[src/rtl/qdec_pkg.sv]
// Shared definitions for the quadrature decoder: phase encodings, direction
// type, the wrap-limit helper and the forward-successor lookup.
package qdec_pkg;

    localparam logic [1:0] PH_00 = 2'b00;
    localparam logic [1:0] PH_10 = 2'b10;
    localparam logic [1:0] PH_11 = 2'b11;
    localparam logic [1:0] PH_01 = 2'b01;

    typedef enum logic {
        DIR_REV = 1'b0,
        DIR_FWD = 1'b1
    } dir_e;

    // Wrap limit is PPR clamped to the largest positive value a w-bit signed count holds.
    function automatic logic [31:0] lim_calc(input logic [31:0] ppr, input int w);
        logic [31:0] smax;
        smax = (32'd1 << (w - 1)) - 32'd1;
        return (ppr < smax) ? ppr : smax;
    endfunction

    function automatic logic fwd_step(input logic [1:0] prev, input logic [1:0] cur);
        logic res;
        case (prev)
            PH_00:   res = (cur == PH_10);
            PH_10:   res = (cur == PH_11);
            PH_11:   res = (cur == PH_01);
            PH_01:   res = (cur == PH_00);
            default: res = 1'b0;
        endcase
        return res;
    endfunction

endpackage

[src/rtl/qdec_filter.sv]
// One-bit channel conditioner: two-flop synchroniser followed by an agreement
// counter that only lets the output move after FILT_LEN consistent samples.
module qdec_filter #(
    parameter int FILT_LEN = 3
) (
    input  logic clk,
    input  logic rst_n,
    input  logic din,
    output logic dout
);

    localparam logic [3:0] LEN = 4'(FILT_LEN);

    logic       sync1_q, sync1_d;
    logic       sync2_q, sync2_d;
    logic       filt_q, filt_d;
    logic [3:0] cnt_q, cnt_d;

    // Next-state: count consecutive samples that disagree with the filtered value.
    always_comb begin
        sync1_d = din;
        sync2_d = sync1_q;
        filt_d  = filt_q;
        cnt_d   = 4'd0;
        if (sync2_q != filt_q) begin
            if ((cnt_q + 4'd1) >= LEN) begin
                filt_d = sync2_q;
                cnt_d  = 4'd0;
            end else begin
                cnt_d = cnt_q + 4'd1;
            end
        end else begin
            cnt_d = 4'd0;
        end
    end

    // State registers.
    always_ff @(posedge clk or negedge rst_n) begin
        if (!rst_n) begin
            sync1_q <= 1'b0;
            sync2_q <= 1'b0;
            filt_q  <= 1'b0;
            cnt_q   <= 4'd0;
        end else begin
            sync1_q <= sync1_d;
            sync2_q <= sync2_d;
            filt_q  <= filt_d;
            cnt_q   <= cnt_d;
        end
    end

    assign dout = filt_q;

endmodule

[src/rtl/quad_decoder.sv]
// Quadrature encoder front end: filters A/B/Z, decodes 4x edges and keeps a
// signed position count that wraps to zero at +/-LIM.
module quad_decoder
    import qdec_pkg::*;
#(
    parameter int W        = 10,
    parameter int FILT_LEN = 3,
    parameter int INDEX_EN = 1
) (
    input  logic         CLK,
    input  logic         RST_N,
    input  logic         ENC_A,
    input  logic         ENC_B,
    input  logic         ENC_Z,
    input  logic [W-1:0] PPR,
    input  logic         CLR,
    input  logic         CLR_ERR,
    output logic [W-1:0] P,
    output logic         DIR,
    output logic         STEP,
    output logic         ERR
);

    // The filters need this many cycles after reset before their outputs reflect the inputs.
    localparam logic [4:0]   WARM = 5'(FILT_LEN + 2);
    localparam logic [W-1:0] ZERO = W'(0);
    localparam logic [W-1:0] ONE  = W'(1);

    logic a_f_s, b_f_s, z_f_s;

    qdec_filter #(.FILT_LEN(FILT_LEN)) u_filt_a (.clk(CLK), .rst_n(RST_N), .din(ENC_A), .dout(a_f_s));
    qdec_filter #(.FILT_LEN(FILT_LEN)) u_filt_b (.clk(CLK), .rst_n(RST_N), .din(ENC_B), .dout(b_f_s));
    qdec_filter #(.FILT_LEN(FILT_LEN)) u_filt_z (.clk(CLK), .rst_n(RST_N), .din(ENC_Z), .dout(z_f_s));

    logic [1:0]   ph_q, ph_d;
    logic         prime_q, prime_d;
    logic [4:0]   warm_q, warm_d;
    logic         z_prev_q, z_prev_d;
    logic [W-1:0] p_q, p_d;
    dir_e         dir_q, dir_d;
    logic         step_q, step_d;
    logic         err_q, err_d;

    logic [1:0]   cur_s;
    logic [W-1:0] lim_s, p_inc_s, p_dec_s;
    logic         illegal_s, fwd_s, count_s, index_s;

    // Edge classification and wrapped increment/decrement candidates.
    always_comb begin
        cur_s     = {a_f_s, b_f_s};
        lim_s     = W'(lim_calc(32'(PPR), W));
        illegal_s = !prime_q && ((cur_s ^ ph_q) == 2'b11);
        fwd_s     = fwd_step(ph_q, cur_s);
        count_s   = !prime_q && (cur_s != ph_q) && !illegal_s;
        index_s   = (INDEX_EN != 0) && !prime_q && z_f_s && !z_prev_q;
        p_inc_s   = ($signed(p_q) >= $signed(lim_s))  ? ZERO : (p_q + ONE);
        p_dec_s   = ($signed(p_q) <= -$signed(lim_s)) ? ZERO : (p_q - ONE);
    end

    // Next-state: phase tracking, error flag, direction and count with clear/index priority.
    always_comb begin
        ph_d     = ph_q;
        prime_d  = prime_q;
        warm_d   = warm_q;
        z_prev_d = z_f_s;
        dir_d    = dir_q;
        err_d    = err_q && !CLR_ERR;
        p_d      = p_q;
        step_d   = 1'b0;

        if (prime_q) begin
            if (warm_q == WARM) begin
                ph_d    = cur_s;
                prime_d = 1'b0;
            end else begin
                warm_d = warm_q + 5'd1;
            end
        end else if (illegal_s) begin
            ph_d  = cur_s;
            err_d = 1'b1;
        end else if (count_s) begin
            ph_d  = cur_s;
            dir_d = fwd_s ? DIR_FWD : DIR_REV;
        end else begin
            ph_d = ph_q;
        end

        // A count swallowed by CLR or index still moved DIR above.
        if (CLR || index_s) begin
            p_d    = ZERO;
            step_d = 1'b0;
        end else if (count_s) begin
            p_d    = fwd_s ? p_inc_s : p_dec_s;
            step_d = 1'b1;
        end else begin
            p_d    = p_q;
            step_d = 1'b0;
        end
    end

    // State and output registers.
    always_ff @(posedge CLK or negedge RST_N) begin
        if (!RST_N) begin
            ph_q     <= PH_00;
            prime_q  <= 1'b1;
            warm_q   <= 5'd0;
            z_prev_q <= 1'b0;
            p_q      <= ZERO;
            dir_q    <= DIR_REV;
            step_q   <= 1'b0;
            err_q    <= 1'b0;
        end else begin
            ph_q     <= ph_d;
            prime_q  <= prime_d;
            warm_q   <= warm_d;
            z_prev_q <= z_prev_d;
            p_q      <= p_d;
            dir_q    <= dir_d;
            step_q   <= step_d;
            err_q    <= err_d;
        end
    end

    assign P    = p_q;
    assign DIR  = dir_q;
    assign STEP = step_q;
    assign ERR  = err_q;

endmodule

[config.mk]
export PLATFORM = sky130hd
export DESIGN_NAME = quad_decoder
export DESIGN_NICKNAME = d
export VERILOG_FILES = /design/src/rtl/qdec_pkg.sv /design/src/rtl/qdec_filter.sv /design/src/rtl/quad_decoder.sv
export SDC_FILE = /design/constraint.sdc
export NUM_CORES = 1
export LEC_CHECK = 0
export BUFFER_PORTS_ARGS = -buffer_cell sky130_fd_sc_hd__buf_2
export CELL_PAD_IN_SITES_DETAIL_PLACEMENT = 1
export CELL_PAD_IN_SITES_GLOBAL_PLACEMENT = 1
export CORE_ASPECT_RATIO = 1.5
export CORE_MARGIN = 2
export CORE_UTILIZATION = 42
export CTS_BUF_LIST = sky130_fd_sc_hd__clkbuf_4 sky130_fd_sc_hd__clkbuf_8
export CTS_CLUSTER_SIZE = 20
export DETAILED_ROUTE_END_ITERATION = 12
export PLACE_DENSITY_LB_ADDON = 0.1
export REMOVE_ABC_BUFFERS = 1
export SLEW_MARGIN = 20
export SYNTH_ARGS = -nofsm -noshare
export SYNTH_HDL_FRONTEND = slang
export SYNTH_SLANG_ARGS = --single-unit
[constraint.sdc]
create_clock -name CLK -period 2.3 [get_ports CLK]
set_input_delay 0.46 -clock CLK [delete_from_list [all_inputs] [get_ports CLK]]
set_output_delay 0.46 -clock CLK [all_outputs]
set_load 0.005 [all_outputs]
Word-level counts from Yosys, hierarchy flattened
Cells that the tools add are included.

Register bits: 43. Latch bits: 0. Memory bits (writable): 0. Memory bits (read-only): 0. Output and inout port bits: 13. Word-level logic and storage cells: 95. Memories: 0.

Add/subtract/negate cells: 7. Multiply operators: 0. Div/mod/pow operators: 0. $lt $le $gt $ge: 6. Equal/unequal tests: 13. Shift-type cells: 0. Mux-type cells: 24. Bitwise logic cells: 4. Reductions and logical operators: 21.

Operators with widths (count): 2-to-1 mux 10 bit (6); 2-to-1 mux 4 bit (6); adder 4 x 1 -> 4 bit, second input constant (3); >= comparator 4 x 2 -> 1 bit, second input constant (3); adder 10 x 1 -> 10 bit, second input constant (1); equality test 2 bit, second input constant (5); >= comparator 10 bit (1); less-or-equal comparator 10 bit (1); < comparator 10 x 9 -> 1 bit, second input constant (1); negation 10 bit (1); AND reduction 2 bit (5); subtractor 10 x 1 -> 10 bit, second input constant (1); 2-to-1 mux 2 bit (4); 2-to-1 mux 1 bit (7); logical AND 1 bit (6); adder 5 x 1 -> 5 bit, second input constant (1); equality test 5 x 3 -> 1 bit, second input constant (1); equality test 2 x 1 -> 1 bit, second input constant (2); logical NOT 1 bit (4); logical NOT 2 bit (2); one-hot mux 1 bit (4 select lines) (1); inequality test 1 bit (3); NOT 1 bit (3); AND reduction 3 bit (1); 6 further kinds (6).

Logic depth before layout (Yosys ltp)
Word-level depth: 8. Gate-level depth with buffers: 17. Mapped depth without buffers: 15.

Hierarchy
A second synthesis with hierarchy kept.

Cell total of the unflattened synthesis: 292. Area total of the unflattened synthesis: 2829.0 µm².

Modules (own cells, without submodules): quad_decoder (times used 1, cells each 223, area an instance 1913.1 µm², sequential area each 551.8 µm²); qdec_filter (times used 3, cells each 23, area an instance 305.3 µm², sequential area each 175.2 µm²).

Least setup slack after synthesis
Ideal clock, no wire load.

Path kind: input -> register. Start: input port PPR[9]. End: register p_q[8], in the netlist P[8]. Data arrival time: 3.459 ns. Data required time: 2.180 ns. Slack: -1.279 ns. Stages: 16. Path buffers: 2. Path through: clkbuf_1 > or2_2 > inv_1 > ha_1 > nand3_1 > nor3_1 > xnor2_1 > nand2b_1 > ha_1 > nand4_1 > a211oi_1 > a2111oi_2 > mux2i_1 > clkbuf_1 > o32ai_1 > a31o_2.

Word-level cells in the longest chain between the ends: 8. Elaborated cells on any way between the ends: 10. Classes of those cells: add/sub: 1; order compare: 3; mux: 6.

RTL lines: from (decl) (line quad_decoder.sv:15) `input logic [W-1:0] PPR,`; < comparator 10 x 9 -> 1 bit (line qdec_pkg.sv:19) `return (ppr < smax) ? ppr : smax;`; 2-to-1 mux 10 bit (*) (line qdec_pkg.sv:19); negation 10 bit (line quad_decoder.sv:57) `p_dec_s = ($signed(p_q) <= -$signed(lim_s)) ? ZERO : (p_q - ONE);`; less-or-equal comparator 10 bit (line quad_decoder.sv:57); 2-to-1 mux 10 bit (line quad_decoder.sv:57); 2-to-1 mux 10 bit (*) (line quad_decoder.sv:93) `p_d = fwd_s ? p_inc_s : p_dec_s;`; 2-to-1 mux 10 bit (*) (line quad_decoder.sv:92) `end else if (count_s) begin`; 2-to-1 mux 10 bit (*) (line quad_decoder.sv:89) `if (CLR || index_s) begin`; to (signal assigned) (line quad_decoder.sv:117) `p_q <= p_d;`; to (decl) (line quad_decoder.sv:39) `logic [W-1:0] p_q, p_d;`.

Mark *: on every way between the ends. The rest lies on a longest branch, timed or not. The select of a mux whose other input is x is not followed. A chain may end at the register's enable or synchronous reset.

Final worst setup path
Start: input port PPR[0]. End: register p_q[8], in the netlist P[8].

The elaborated chain is that of the path after synthesis.

==> results list <==
* Run status: complete, but fails checks
* Failing checks: negative setup slack
* Leading cell types by total area after synthesis: sky130_fd_sc_hd__dfrtp_1 38%, sky130_fd_sc_hd__ha_1 14%, sky130_fd_sc_hd__nand2_1 4.3%
* Post-synth EDFFs: 0
- Commonest cells after routing, fill and taps aside: 58 x sky130_fd_sc_hd__buf_4, 42 x sky130_fd_sc_hd__dfrtp_1, 32 x sky130_fd_sc_hd__nand2_1
* Insertion delay of the later-clocked pin in the worst-skew pair: roughly 300 ps
* Most frequent standard cell in the layout excluding fill and tap cells: sky130_fd_sc_hd__buf_4
* Die ar.: between 7000 and 8000 µm²
- In this run the core area contains 36 standard-cell rows.
- Via-to-Cell Ratio: ~5.6
* Fraction of layout cells with a size suffix above 1: 0.3838
- The cell sitting at the root of the clock tree is a sky130_fd_sc_hd__clkbuf_8.
* Drt wl/cell: about 18 µm
- On the critical path, the stage with the largest delay is an instance of sky130_fd_sc_hd__ha_4.
* Cts bufs inserted: 5
- Startpoint type of the worst setup path: input port
- Setup_tns: -7036 ps
* Final min period: approximately 3000 ps
- The worst-case IR drop observed on VDD is 0.5839 mV.
- Maximum operating frequency: between 0.3 and 0.4 GHz
- In this run the worst hold path is classified as in -> async.
* # hold bufs at CTS: 0
- Yosys mapped the design onto 50 distinct sky130hd cell types.
* Kind of capture point of the worst setup path: flop
- The filler cells instantiated in the layout total between 700 and 800.
- Worst rel slew slack: 0.5476
- Detailed placement finished with a half-perimeter wire length of 6.323 mm.
* Number of buffers on the longest clock path: 2
- In this run the power density over the cells is about 850 nW/µm².
* Share of async-settable or async-resettable flops after synthesis: 1.000
* CP Class: in -> reg
* Area fraction of the dominant cell type after synthesis: 0.3797
- The number of pins exceeding their max-slew limit in the final report was 0.
* Antenna cells: 0
* LEAKAGE: ~1.9 nW
- Reg clk slew, reported paths: around 80 ps
- Nets@finish: 442
* Pin count of the biggest net entering global routing: 32
- Clk sinks: 43
* Placer's final routability congestion estimate: 0.8731
* Setup repair after global routing missed its margin: yes
- Synthesis-stage register bit count: 43
- The most used flip-flop cell after synthesis is sky130_fd_sc_hd__dfrtp_1.
- Data arrives at the worst endpoint at roughly 3200 ps.
- In this run the register-to-register setup slack is -300 ps.
* Setup ws final: -732.7 ps
- Worst-margin pin slew: 673.5 ps
- Peak fanout along the critical path: 5
- In the final layout, the multi-input gates occupy around 1900 µm².
- Die extent in x: 70.28 µm
* Share of the cycle needed by the critical path after routing: 1.319
- Buffers added on ports: 29
* DIE HEIGHT: around 100 µm
- On the worst path, the slowest cell contributes a delay of ~290 ps.
- Post-synthesis instance total: roughly 300
- Placeable core area: roughly 6400 µm²
- Global routing finished with a remaining overflow of 0.
- Area grow syn2layout: 42.27%
- Final Hold Fails: 0
* Portion of the post-synthesis area used by sequential elements: 0.3892
* Total global routing track utilization: 0.2501
- CP Buf/Inv Count: 5
- TritonCTS built the clock tree.
* Number of DRC markers after the initial detailed-route iteration: 54
- Total iterations of the first detailed-routing run: 4
- Skew final: ~6.5 ps
- The routed layout has about 2700 vias.
- Chain of cells forming the critical path: buf_6 -> or2_4 -> inv_4 -> ha_4 -> nand3_2 -> nor3_2 -> xnor2_1 -> nand2b_1 -> ha_4 -> nand4_1 -> buf_4 -> nor3_4 -> buf_6 -> nor4b_4 -> mux2i_2 -> buf_4 -> o32ai_2 -> a31o_2
- Of all cell types, the one taking the most synthesized area is sky130_fd_sc_hd__dfrtp_1.
- Post-synthesis cell area: roughly 2800 µm²
- For this configuration, the core starts out at a cell density of 0.4297.
- Yosys printed 0 warnings.
- CTS H-Tree Depth: 2
* Mean cell area of the mapped netlist: 9.382 µm²
- The first global-routing pass estimated about 14 mm of wire.
- Final hold analysis gives a worst-case slack of ~190 ps.
* Sequential cell area: 1077 µm²
- The number of antenna violations at the first check in global routing is 0.
- Max-cap violations in this run came to 0.
* I/O pins: 30
* Endpoint required time on the critical path: between 2000 and 2500 ps
- The routed design has 8.713 mm of wire.
- Final number of setup-violating endpoints: 10
- # DRC: 0
- The detail route stage leaves a number of antenna-violating nets equal to 0.
- The via count of the first global-routing pass is about 2900.
- The kind of cell with the highest combined delay along the critical path is simple AND/OR/NAND/NOR gates.
## final timing paths
check                                           startpoint                          to  cells after the start
max in group asynchronous                            RST_N            P[4]$_DFFE_PN0P_                      2
worst max-delay path                                PPR[0]            P[8]$_DFFE_PN0P_                     18
worst min register to register  u_filt_a.sync1_q$_DFF_PN0_  u_filt_a.sync2_q$_DFF_PN0_                      0
min in group CLK                                     ENC_A  u_filt_a.sync1_q$_DFF_PN0_                      1
worst min-delay path                                 RST_N            P[9]$_DFFE_PN0P_                      1
worst max register to register            P[1]$_DFFE_PN0P_            P[8]$_DFFE_PN0P_                     10
## state kept, by name (all words and copies together) (netlist names), 2 cells and up
signal / cells
ph_q: 2
warm_q: 5
u_filt_a.cnt_q: 4
P: 10
u_filt_z.cnt_q: 4
u_filt_b.cnt_q: 4
## layout make-up
type                       instances  area share
multi-input combinational        234      0.4840
sequential                        43      0.2736
timing repair buffer              93      0.1706
tap                               76     0.02415
clock buffer                       6     0.02097
inverter                          18     0.01779
clock inverter                     2    0.008897
## worst reg2reg max path, stage by stage (launching register included)
cell	delay (ps)
sky130_fd_sc_hd__dfrtp_1	400
sky130_fd_sc_hd__buf_4	170
sky130_fd_sc_hd__inv_1	80
sky130_fd_sc_hd__ha_1	190
sky130_fd_sc_hd__inv_1	90
sky130_fd_sc_hd__or3_1	360
sky130_fd_sc_hd__nor3_1	540
sky130_fd_sc_hd__nand2_1	140
sky130_fd_sc_hd__xor2_1	210
sky130_fd_sc_hd__o32ai_2	110
sky130_fd_sc_hd__a31o_2	220
## cells in the mapped netlist (6+ instances only)
| master | instances |
|---|---|
| sky130_fd_sc_hd__xor2_1 | 10 |
| sky130_fd_sc_hd__dfrtp_1 | 42 |
| sky130_fd_sc_hd__nand4_1 | 7 |
| sky130_fd_sc_hd__nor3_1 | 9 |
| sky130_fd_sc_hd__nand2b_1 | 6 |
| sky130_fd_sc_hd__xnor2_1 | 12 |
| sky130_fd_sc_hd__o22a_1 | 7 |
| sky130_fd_sc_hd__nand3_1 | 12 |
| sky130_fd_sc_hd__inv_1 | 18 |
| sky130_fd_sc_hd__nand2_1 | 32 |
| sky130_fd_sc_hd__a21oi_1 | 6 |
| sky130_fd_sc_hd__ha_1 | 30 |
| sky130_fd_sc_hd__and3_1 | 6 |
| sky130_fd_sc_hd__nor2_1 | 25 |
| sky130_fd_sc_hd__o21ai_0 | 9 |
## through the flow
step	power (mW)	cells	util	setup WS, ps	instance area [µm²]
2_1_floorplan	1.720	295	-	-1212	2766
3_3_place_gp	2.390	456	0.5321	-1511	3427
3_5_place_dp	2.434	456	0.5321	-1580	3427
4_1_cts	3.238	470	0.5925	-661.2	3816
5_1_grt	3.568	472	0.6113	-852.5	3938
6_report	3.345	472	0.6113	-732.7	3938
## cells by family (layout without fill, tap and decap cells)
logic type,after synthesis,after routing,synth area share
simple gates,115,115,0.2066
compound gates,55,55,0.1447
flops,43,43,0.3892
fa+ha+maj,30,30,0.1356
buf+inv,23,119,0.03164
xor+xnor,22,22,0.06962
mux,5,5,0.01989
other cells,2,7,0.002713
## where the power goes
part           internal (mW)  switching (mW)  total, mW  leakage (nW)
registers              0.861          0.0753      0.936         0.544
logic                  0.821           0.978       1.80          1.25
clock network          0.351           0.258      0.609        0.0612
## metal layers
metal / global-route usage / wire (µm)
met1: 0.2523 / 3189
met2: 0.5015 / 5012
met3: 0.03682 / 214
met4: 0.1109 / 297
met5: 0 / 0
## timing repair
| action | in CTS | in global routing |
|---|---|---|
| gates resized for setup | 52 | 18 |
| pin swaps | 32 | 15 |
| setup endpoints to repair | 10 | 10 |
| gates cloned | 1 | 0 |
| setup buffers | 5 | 2 |
Note: power is estimated with default switching activity, not from simulation.
